===== src/rtl/uart_tx_buffered_pkg.sv =====
// -----------------------------------------------------------------------------
// uart_tx_buffered_pkg
//  Shared definitions for the buffered UART transmitter:
//   - parity mode constants (none / odd / even)
//   - the default baud divisor for a 100 MHz clock at 9600 baud
//   - the transmit FSM state encoding
//   - a parity helper used by the frame generator
//  No ports; imported by the top and by anything that needs the encodings.
// -----------------------------------------------------------------------------
package uart_tx_buffered_pkg;

    localparam int PARITY_NONE = 0;
    localparam int PARITY_ODD  = 1;
    localparam int PARITY_EVEN = 2;

    // One bit period is divisor+1 clocks: 100e6 / 9600 = 10416.7 -> 10417 clocks.
    localparam int CD_DEFAULT_100M_9600 = 10416;

    typedef enum logic [2:0] {
        ST_IDLE   = 3'd0,
        ST_START  = 3'd1,
        ST_DATA   = 3'd2,
        ST_PARITY = 3'd3,
        ST_STOP   = 3'd4
    } tx_state_e;

    // Parity over the low nbits of word. Even parity returns the XOR of the
    // data bits, odd parity its complement, so the total count of ones in
    // data+parity is even / odd respectively.
    function automatic logic parity_bit(input logic [8:0] word,
                                        input int         nbits,
                                        input int         mode);
        logic p;
        p = 1'b0;
        for (int k = 0; k < 9; k++) begin
            if (k < nbits) begin
                p = p ^ word[k];
            end
        end
        return (mode == PARITY_ODD) ? ~p : p;
    endfunction

endpackage


===== src/rtl/uart_tx_buffered_if.sv =====
// -----------------------------------------------------------------------------
// uart_tx_buffered_if
//  Write-side handshake between a producer and the buffered UART transmitter.
//   tbus    producer -> tx   word to transmit (DATA_BITS wide)
//   tstart  producer -> tx   write strobe, word taken on a clock edge where
//                            tstart && ready
//   ready   tx -> producer   FIFO not full (registered)
//  Modports: master = producer, slave = transmitter.
// -----------------------------------------------------------------------------
interface uart_tx_buffered_if #(
    parameter int DATA_BITS = 8
) ();

    logic [DATA_BITS-1:0] tbus;
    logic                 tstart;
    logic                 ready;

    modport master (
        output tbus,
        output tstart,
        input  ready
    );

    modport slave (
        input  tbus,
        input  tstart,
        output ready
    );

endinterface


===== src/rtl/uart_tx_buffered_sync_fifo.sv =====
// -----------------------------------------------------------------------------
// sync_fifo
//  Single-clock FIFO used as the transmit buffer.
//  Ports:
//   clk, rstn   clock, asynchronous active-low reset (pointers/count only)
//   push,wdata  write request; ignored while full (even with a pop that cycle)
//   pop         read request; ignored while empty
//   rdata       registered read data, valid the cycle after an accepted pop
//   full        registered, depends on occupancy only
//   empty       read and write pointers equal
//   count       registered occupancy 0..DEPTH
//  The storage array has no reset so it maps onto block/distributed RAM.
// -----------------------------------------------------------------------------
module sync_fifo #(
    parameter int WIDTH = 8,
    parameter int DEPTH = 16
) (
    input  logic                     clk,
    input  logic                     rstn,
    input  logic                     push,
    input  logic [WIDTH-1:0]         wdata,
    input  logic                     pop,
    output logic [WIDTH-1:0]         rdata,
    output logic                     full,
    output logic                     empty,
    output logic [$clog2(DEPTH):0]   count
);

    localparam int AW = $clog2(DEPTH);
    localparam logic [AW:0] FULL_CNT = (AW+1)'(DEPTH);

    logic [WIDTH-1:0] mem [DEPTH];
    logic [WIDTH-1:0] rdata_q;

    // Pointers carry one extra MSB: equal pointers mean empty, pointers that
    // differ only in the MSB mean full.
    logic [AW:0] wr_ptr_q;
    logic [AW:0] rd_ptr_q;
    logic [AW:0] count_q;
    logic [AW:0] count_d;
    logic        full_q;
    logic        do_push;
    logic        do_pop;

    assign empty   = (wr_ptr_q == rd_ptr_q);
    assign full    = full_q;
    assign count   = count_q;
    assign rdata   = rdata_q;

    // A push at full is refused even if a pop frees a slot in the same cycle,
    // so acceptance only ever depends on the registered full flag.
    assign do_push = push && !full_q;
    assign do_pop  = pop && !empty;

    always_comb begin
        count_d = count_q;
        case ({do_push, do_pop})
            2'b10:   count_d = count_q + (AW+1)'(1);
            2'b01:   count_d = count_q - (AW+1)'(1);
            default: count_d = count_q;
        endcase
    end

    always_ff @(posedge clk or negedge rstn) begin
        if (!rstn) begin
            wr_ptr_q <= '0;
            rd_ptr_q <= '0;
            count_q  <= '0;
            full_q   <= 1'b0;
        end else begin
            if (do_push) begin
                wr_ptr_q <= wr_ptr_q + (AW+1)'(1);
            end
            if (do_pop) begin
                rd_ptr_q <= rd_ptr_q + (AW+1)'(1);
            end
            count_q <= count_d;
            full_q  <= (count_d == FULL_CNT);
        end
    end

    always_ff @(posedge clk) begin
        if (do_push) begin
            mem[wr_ptr_q[AW-1:0]] <= wdata;
        end
        if (do_pop) begin
            rdata_q <= mem[rd_ptr_q[AW-1:0]];
        end
    end

endmodule


===== src/rtl/uart_tx_buffered.sv =====
// -----------------------------------------------------------------------------
// uart_tx_buffered
//  UART transmitter with a transmit FIFO, configurable frame format
//  (DATA_BITS 5..9 LSB first, PARITY none/odd/even, STOP_BITS 1 or 2) and a
//  runtime baud divisor (bit period = divisor+1 clocks).
//  Ports:
//   clk         system clock
//   rstn        asynchronous active-low reset, synchronous release
//   wr          write handshake (tbus / tstart / ready), slave side
//   cd_max      bit-period divisor, sampled only when a frame starts
//   cd_load     1 = use cd_max, 0 = use CD_DEFAULT
//   tx          serial line, idle high, driven straight from a flop
//   busy        frame in progress or FIFO not empty
//   fifo_count  FIFO occupancy 0..FIFO_DEPTH
// -----------------------------------------------------------------------------
module uart_tx_buffered
    import uart_tx_buffered_pkg::*;
#(
    parameter int DATA_BITS  = 8,
    parameter int PARITY     = PARITY_NONE,
    parameter int STOP_BITS  = 1,
    parameter int CD_WIDTH   = 16,
    parameter int CD_DEFAULT = CD_DEFAULT_100M_9600,
    parameter int FIFO_DEPTH = 16
) (
    input  logic                          clk,
    input  logic                          rstn,
    uart_tx_buffered_if.slave             wr,
    input  logic [CD_WIDTH-1:0]           cd_max,
    input  logic                          cd_load,
    output logic                          tx,
    output logic                          busy,
    output logic [$clog2(FIFO_DEPTH):0]   fifo_count
);

    localparam int IW = 4;
    localparam logic [IW-1:0] LAST_DATA = IW'(DATA_BITS - 1);
    localparam logic [IW-1:0] LAST_STOP = IW'(STOP_BITS - 1);

    // FIFO side
    logic                 fifo_full;
    logic                 fifo_empty;
    logic                 fifo_push;
    logic                 fifo_pop;
    logic [DATA_BITS-1:0] fifo_rdata;

    // Frame generator state
    tx_state_e            state_q;
    logic                 tx_q;
    logic [CD_WIDTH-1:0]  cnt_q;
    logic [CD_WIDTH-1:0]  div_q;
    logic [IW-1:0]        bit_idx_q;
    logic [DATA_BITS-1:0] word_q;
    logic                 load_q;   // IDLE: word popped, read data lands next cycle
    logic                 latch_q;  // START: word popped at STOP end, take it from FIFO

    logic [CD_WIDTH-1:0]  div_sel;
    logic                 bit_end;
    logic                 stop_last;
    logic [DATA_BITS-1:0] cur_word;
    logic [IW-1:0]        nxt_idx;
    logic [DATA_BITS-1:0] word_shr;

    assign fifo_push = wr.tstart && !fifo_full;
    assign wr.ready  = !fifo_full;

    sync_fifo #(
        .WIDTH (DATA_BITS),
        .DEPTH (FIFO_DEPTH)
    ) u_fifo (
        .clk   (clk),
        .rstn  (rstn),
        .push  (fifo_push),
        .wdata (wr.tbus),
        .pop   (fifo_pop),
        .rdata (fifo_rdata),
        .full  (fifo_full),
        .empty (fifo_empty),
        .count (fifo_count)
    );

    assign div_sel   = cd_load ? cd_max : CD_WIDTH'(CD_DEFAULT);
    assign bit_end   = (cnt_q == div_q);
    assign stop_last = (state_q == ST_STOP) && bit_end && (bit_idx_q == LAST_STOP);

    // In the first START cycle after a back-to-back pop the word is still in
    // the FIFO read register; with a one-clock bit period it is needed there.
    assign cur_word  = latch_q ? fifo_rdata : word_q;
    assign nxt_idx   = bit_idx_q + IW'(1);
    assign word_shr  = word_q >> nxt_idx;

    // Pop once from IDLE (then wait one cycle for read data), or at the last
    // clock of the final stop bit so the next start bit follows with no gap.
    assign fifo_pop  = ((state_q == ST_IDLE) && !load_q && !fifo_empty) ||
                       (stop_last && !fifo_empty);

    assign tx   = tx_q;
    assign busy = (state_q != ST_IDLE) || load_q || (fifo_count != '0);

    always_ff @(posedge clk or negedge rstn) begin
        if (!rstn) begin
            state_q   <= ST_IDLE;
            tx_q      <= 1'b1;
            cnt_q     <= '0;
            div_q     <= '0;
            bit_idx_q <= '0;
            word_q    <= '0;
            load_q    <= 1'b0;
            latch_q   <= 1'b0;
        end else begin
            case (state_q)
                ST_IDLE: begin
                    if (load_q) begin
                        load_q  <= 1'b0;
                        word_q  <= fifo_rdata;
                        tx_q    <= 1'b0;
                        cnt_q   <= '0;
                        state_q <= ST_START;
                    end else begin
                        tx_q <= 1'b1;
                        if (!fifo_empty) begin
                            load_q <= 1'b1;
                            div_q  <= div_sel;
                        end
                    end
                end

                ST_START: begin
                    if (latch_q) begin
                        word_q  <= fifo_rdata;
                        latch_q <= 1'b0;
                    end
                    if (bit_end) begin
                        cnt_q     <= '0;
                        bit_idx_q <= '0;
                        tx_q      <= cur_word[0];
                        state_q   <= ST_DATA;
                    end else begin
                        cnt_q <= cnt_q + CD_WIDTH'(1);
                    end
                end

                ST_DATA: begin
                    if (bit_end) begin
                        cnt_q <= '0;
                        if (bit_idx_q == LAST_DATA) begin
                            bit_idx_q <= '0;
                            if (PARITY != PARITY_NONE) begin
                                tx_q    <= parity_bit(9'(word_q), DATA_BITS, PARITY);
                                state_q <= ST_PARITY;
                            end else begin
                                tx_q    <= 1'b1;
                                state_q <= ST_STOP;
                            end
                        end else begin
                            bit_idx_q <= nxt_idx;
                            tx_q      <= word_shr[0];
                        end
                    end else begin
                        cnt_q <= cnt_q + CD_WIDTH'(1);
                    end
                end

                ST_PARITY: begin
                    if (bit_end) begin
                        cnt_q     <= '0;
                        bit_idx_q <= '0;
                        tx_q      <= 1'b1;
                        state_q   <= ST_STOP;
                    end else begin
                        cnt_q <= cnt_q + CD_WIDTH'(1);
                    end
                end

                ST_STOP: begin
                    if (bit_end) begin
                        cnt_q <= '0;
                        if (bit_idx_q == LAST_STOP) begin
                            bit_idx_q <= '0;
                            if (!fifo_empty) begin
                                // Back-to-back frame: divisor re-sampled here.
                                div_q   <= div_sel;
                                latch_q <= 1'b1;
                                tx_q    <= 1'b0;
                                state_q <= ST_START;
                            end else begin
                                tx_q    <= 1'b1;
                                state_q <= ST_IDLE;
                            end
                        end else begin
                            bit_idx_q <= nxt_idx;
                        end
                    end else begin
                        cnt_q <= cnt_q + CD_WIDTH'(1);
                    end
                end

                default: begin
                    tx_q    <= 1'b1;
                    state_q <= ST_IDLE;
                end
            endcase
        end
    end

endmodule


===== src/flat_wrapper.sv =====
// flat-port wrapper written by rule: the top's interface ports become plain ports
module uart_tx_buffered_flat import uart_tx_buffered_pkg::*;
#(
    parameter int DATA_BITS  = 8,
    parameter int PARITY     = PARITY_NONE,
    parameter int STOP_BITS  = 1,
    parameter int CD_WIDTH   = 16,
    parameter int CD_DEFAULT = CD_DEFAULT_100M_9600,
    parameter int FIFO_DEPTH = 16
)
  (clk, rstn, cd_max, cd_load, tx, busy, fifo_count, wr_tbus, wr_tstart, wr_ready);
  uart_tx_buffered_if #(.DATA_BITS(DATA_BITS)) wr_i ();
  input  logic clk;
  input  logic rstn;
  input  logic [CD_WIDTH-1:0] cd_max;
  input  logic cd_load;
  output logic tx;
  output logic busy;
  output logic [$clog2(FIFO_DEPTH):0] fifo_count;
  input wire logic [$bits(wr_i.tbus)-1:0] wr_tbus;
  input wire logic [$bits(wr_i.tstart)-1:0] wr_tstart;
  output wire logic [$bits(wr_i.ready)-1:0] wr_ready;
  assign wr_i.tbus = wr_tbus;
  assign wr_i.tstart = wr_tstart;
  assign wr_ready = wr_i.ready;
  uart_tx_buffered #(.DATA_BITS(DATA_BITS), .PARITY(PARITY), .STOP_BITS(STOP_BITS), .CD_WIDTH(CD_WIDTH), .CD_DEFAULT(CD_DEFAULT), .FIFO_DEPTH(FIFO_DEPTH)) u_core (.clk(clk), .rstn(rstn), .wr(wr_i), .cd_max(cd_max), .cd_load(cd_load), .tx(tx), .busy(busy), .fifo_count(fifo_count));
endmodule

===== config.mk =====
export PLATFORM = sky130hd
export DESIGN_NAME = uart_tx_buffered_flat
export DESIGN_NICKNAME = d
export VERILOG_FILES = /design/src/rtl/uart_tx_buffered_pkg.sv /design/src/rtl/uart_tx_buffered_if.sv /design/src/rtl/uart_tx_buffered_sync_fifo.sv /design/src/rtl/uart_tx_buffered.sv /design/src/flat_wrapper.sv
export SDC_FILE = /design/constraint.sdc
export NUM_CORES = 1
export LEC_CHECK = 0
export CAP_MARGIN = 20
export CELL_PAD_IN_SITES_DETAIL_PLACEMENT = 0
export CELL_PAD_IN_SITES_GLOBAL_PLACEMENT = 1
export CORE_MARGIN = 4
export CORE_UTILIZATION = 50
export CTS_CLUSTER_SIZE = 8
export DETAILED_ROUTE_END_ITERATION = 10
export GPL_TIMING_DRIVEN = 0
export PLACE_DENSITY = 0.81
export SLEW_MARGIN = 20
export SYNTH_ARGS = -nofsm -noshare
export SYNTH_HDL_FRONTEND = slang
export SYNTH_HIERARCHICAL = 1
export SYNTH_SLANG_ARGS = --single-unit

===== constraint.sdc =====
create_clock -name clk -period 4.6 [get_ports clk]
set_input_delay 0.46 -clock clk [delete_from_list [all_inputs] [get_ports clk]]
set_output_delay 0.46 -clock clk [all_outputs]
set_load 0.01 [all_outputs]

==> flow_summary_export.csv <==
group,metric,value,unit
status,status,"finished, final reports clean",
drt,drtIter0Drc,329,
floorplanning,core-area,17400,µm²
logic_synthesis,ys_seq_area_share,64.3,%
setup_path,cp-end-kind,"register",
logic_synthesis,synth_top_area_cell,"edfxtp_1",
drt,drc,0,
setup_path,worst_setup_path_start_kind,"register",
sta,max_slew_margin,37.8,%
logic_synthesis,synth.most_common_cell,"edfxtp_1",
drt,drt_wl_total,18200,µm
floorplanning,rows,48,
setup_path,slowest_stage,"or4_1",
clock_network,cts_tree,"built",
floorplanning,start_util,51.3,%
cells_and_area,area.growth.synth_to_final,17.2,%
place,dpl_cell_area,9600,µm²
logic_synthesis,synthArstFlopShare,32.7,%
logic_synthesis,synthCells,592,
place,globalplace.congestion,0.845,
clock_network,clk_pin_slew_worst_paths,0.05,ns
clock_network,cts_buffers,29,
sta,finalHoldViolCount,0,
logic_synthesis,ys_ff_latch,202,
place,hpwlAfterDp,11900,µm
clock_network,ctsLongestPathBuffers,3,
logic_synthesis,synth_area,8930,µm²
setup_path,crit_arrival,4.52,ns
power_and_ir_drop,peakVddDrop,0.000374,V
flow_run,cap_violations,0,
logic_synthesis,synth_edf_count,136,
logic_synthesis,synth_common_cells,"edfxtp_1, dfrtp_1, nand2_1",
clock_network,cts_root_buf,"clkbuf_16",
logic_synthesis,yosys.area.top_type_share,45.7,%
global_routing,antenna_found_initial,0,
setup_path,critical-path-max-stage-delay,0.52,ns
setup_path,worstPathMaxFanout,16,
global_routing,grt_pass1_vias,5469,
power_and_ir_drop,p_per_area,601,nW/µm²
sta,timing.fmax,0.245,GHz
sta,finalSetupViolCount,0,
sta,period_minus_slack,4.08,ns
global_routing,grt_start_max_net_pins,43,
sta,fin_crit_sh,88.7,%
clock_network,htree_levels,1,
floorplanning,die_w,142,µm
logic_synthesis,synth_ff_type,"edfxtp_1",
logic_synthesis,syn_nets,633,
place,io_buffers,35,
sta,worst_pin_slew,0.929,ns
setup_path,required,5.04,ns
setup_path,worst-setup-path-type,"reg -> reg",
cells_and_area,drive_above_1_share,13.1,%
floorplanning,die_area,20100,µm²
global_routing,track_usage,18.6,%
worst_hold_path,hold_class,"in -> async",
sta,skew,0.0124,ns
floorplanning,die_h,142,µm
drt,ant_nets,0,
clock_network,cts.sinks,202,
drt,first_pass_iters,6,
setup_path,cp_cell_sequence,"xnor2_1, nand4_1, nor4_2, nand2_1, a21oi_4, buf_6, o21ai_0, inv_2, ha_1, ha_1, a21oi_1, a21oi_1, or4_1, a211oi_2",
global_routing,grt_pass1_wl,29500,µm
cells_and_area,n_antenna_cell,0,
drt,wl_per_cell,19.9,µm
global_routing,overflow,0,
logic_synthesis,ys_top_cells_by_area,"edfxtp_1, dfrtp_1, mux4_1, mux4_2, xnor2_1",
sta,rsz0062_at_grt,"no",
sta,maxSlewViolCount,0,
clock_network,clk_latency,0.53,ns
cells_and_area,fill_cells,1332,
power_and_ir_drop,leakagePower,3.84,nW
logic_synthesis,synth_cell_types,60,
floorplanning,ios,36,
power_and_ir_drop,power,6.29,mW
logic_synthesis,synth.avg_cell_area,15.1,µm²
sta,fin_setup_tns,0,ns
logic_synthesis,yosys_warnings,6,
cells_and_area,nets,703,
drt,via_per_inst,5.73,
drt,via_count,5211,
setup_path,worstRegToRegCells,14,
cells_and_area,postLayoutCellArea,10500,µm²
[state kept, by name, summed over array words and instances, names as in the netlist]
name / flops
u_core/u_fifo/mem: 128
u_core/cnt_q: 16
u_core/div_q: 16
u_core/u_fifo/rdata: 8
u_core/word_q: 8
u_core/u_fifo/count: 5
u_core/u_fifo/rd_ptr_q: 5
u_core/u_fifo/wr_ptr_q: 5
u_core/bit_idx_q: 4
u_core/state_q: 3
u_core/latch_q: 1
u_core/load_q: 1
u_core/tx: 1
u_core/u_fifo/full: 1
[area by class of cell]
| type | count | area, µm² | share of cell area [%] |
|---|---|---|---|
| well taps | 225 | 282 | 2.69 |
| clock buffers | 52 | 812 | 7.76 |
| plain buffers | 25 | 191 | 1.83 |
| clock inverters | 2 | 28.8 | 0.275 |
| inverters | 23 | 86.3 | 0.825 |
| flip-flops and latches | 202 | 5740 | 54.8 |
| multi-input cells | 342 | 2930 | 28.0 |
| repair buffers | 39 | 393 | 3.75 |
[routing by layer]
layer | track usage (%) | vias up | part of all wire, %
met3 | 3.07 | 35 | 4.3
li1 | - | 2393 | -
met4 | 4.55 | 0 | 2.2
met2 | 33.0 | 135 | 52
met5 | 0 | - | 0
met1 | 24.0 | 2648 | 41
[kinds of logic after synthesis]
| kind of cell | Yosys count | synth area share, % |
|---|---|---|
| AND/OR/NAND/NOR | 163 | 8.98 |
| AO/OA/AOI/OAI | 61 | 4.85 |
| flip-flops | 202 | 64.3 |
| XOR/XNOR | 43 | 4.22 |
| buffers and inverters | 48 | 3.11 |
| adder cells (fa/ha/maj) | 13 | 1.91 |
| multiplexers | 62 | 12.7 |
[worst paths after layout]
check / slack (ns) / start / to
hold reg to reg: 0.47 / u_core/u_fifo/rdata[6]$_DFFE_PP_ / u_core/word_q[6]$_DFFE_PN0P_
min in group clk: 0.47 / u_core/u_fifo/rdata[6]$_DFFE_PP_ / u_core/word_q[6]$_DFFE_PN0P_
setup reg to reg: 0.52 / u_core/cnt_q[0]$_DFFE_PN0P_ / u_core/u_fifo/full$_DFF_PN0_
hold / removal: 0.37 / rstn / u_core/div_q[7]$_DFFE_PN0P_
max in group asynchronous: 3.63 / rstn / u_core/tx$_DFFE_PN1P_
setup / recovery: 0.52 / u_core/cnt_q[0]$_DFFE_PN0P_ / u_core/u_fifo/full$_DFF_PN0_
[through the flow]
| step | util, % | cells | setup WS [ns] | hold WS [ns] |
|---|---|---|---|---|
| 2_1_floorplan | - | 592 | 0.912 | 0.164 |
| 4_1_cts | 60.0 | 908 | 0.179 | 0.368 |
| 5_1_grt | 60.1 | 910 | 0.224 | 0.389 |
| 6_report | 60.1 | 910 | 0.521 | 0.371 |
| 3_3_place_gp | 54.9 | 852 | 0.299 | 0.461 |
| 3_5_place_dp | 55.1 | 853 | 0.238 | 0.391 |
[worst max-delay path, delay by kind of cell (launching register included)]
kind	cells	cell delay (ns)
simple gates	4	1.30
compound gates	5	0.93
fa+ha+maj	2	0.65
flops	1	0.47
buf+inv	2	0.43
xor+xnor	1	0.19
[cell usage in the layout, fill, tap and decap left out, types with 4 or more instances in the layout]
| master | n |
|---|---|
| or4_1 | 4 |
| mux4_1 | 18 |
| clkbuf_1 | 29 |
| nand2b_1 | 11 |
| buf_4 | 5 |
| edfxtp_1 | 136 |
| mux4_2 | 16 |
| buf_6 | 7 |
| ha_1 | 12 |
| buf_2 | 7 |
| mux2_1 | 5 |
| a22oi_1 | 18 |
| a21oi_1 | 4 |
| nand3_1 | 15 |
| clkbuf_16 | 29 |
| xor2_1 | 10 |
| o21ai_0 | 15 |
| nand2_1 | 49 |
| nand4_1 | 11 |
| inv_1 | 22 |
| nor3_2 | 4 |
| mux2i_1 | 13 |
| xnor2_1 | 33 |
| nor2b_1 | 5 |
| dfrtp_1 | 65 |
| mux2_2 | 10 |
| and3_1 | 5 |
| clkdlybuf4s50_1 | 34 |
| nor2_1 | 39 |
[where the power goes]
part	total, mW	leakage, nW	internal, mW	switching (mW)
Clock	1.93	0.398	1.18	0.745
Combinational	1.81	1.39	0.861	0.944
Sequential	2.55	2.05	2.33	0.227
Total	6.29	3.84	4.37	1.92
[what timing repair did]
item                       4_1_cts  5_1_grt
hold endpoints to repair        24        0
buffers inserted                 0        2
gates resized for setup          0        1
setup endpoints to repair        0        1
hold buffers                     1        0
Power figures use the tool's default switching activity.
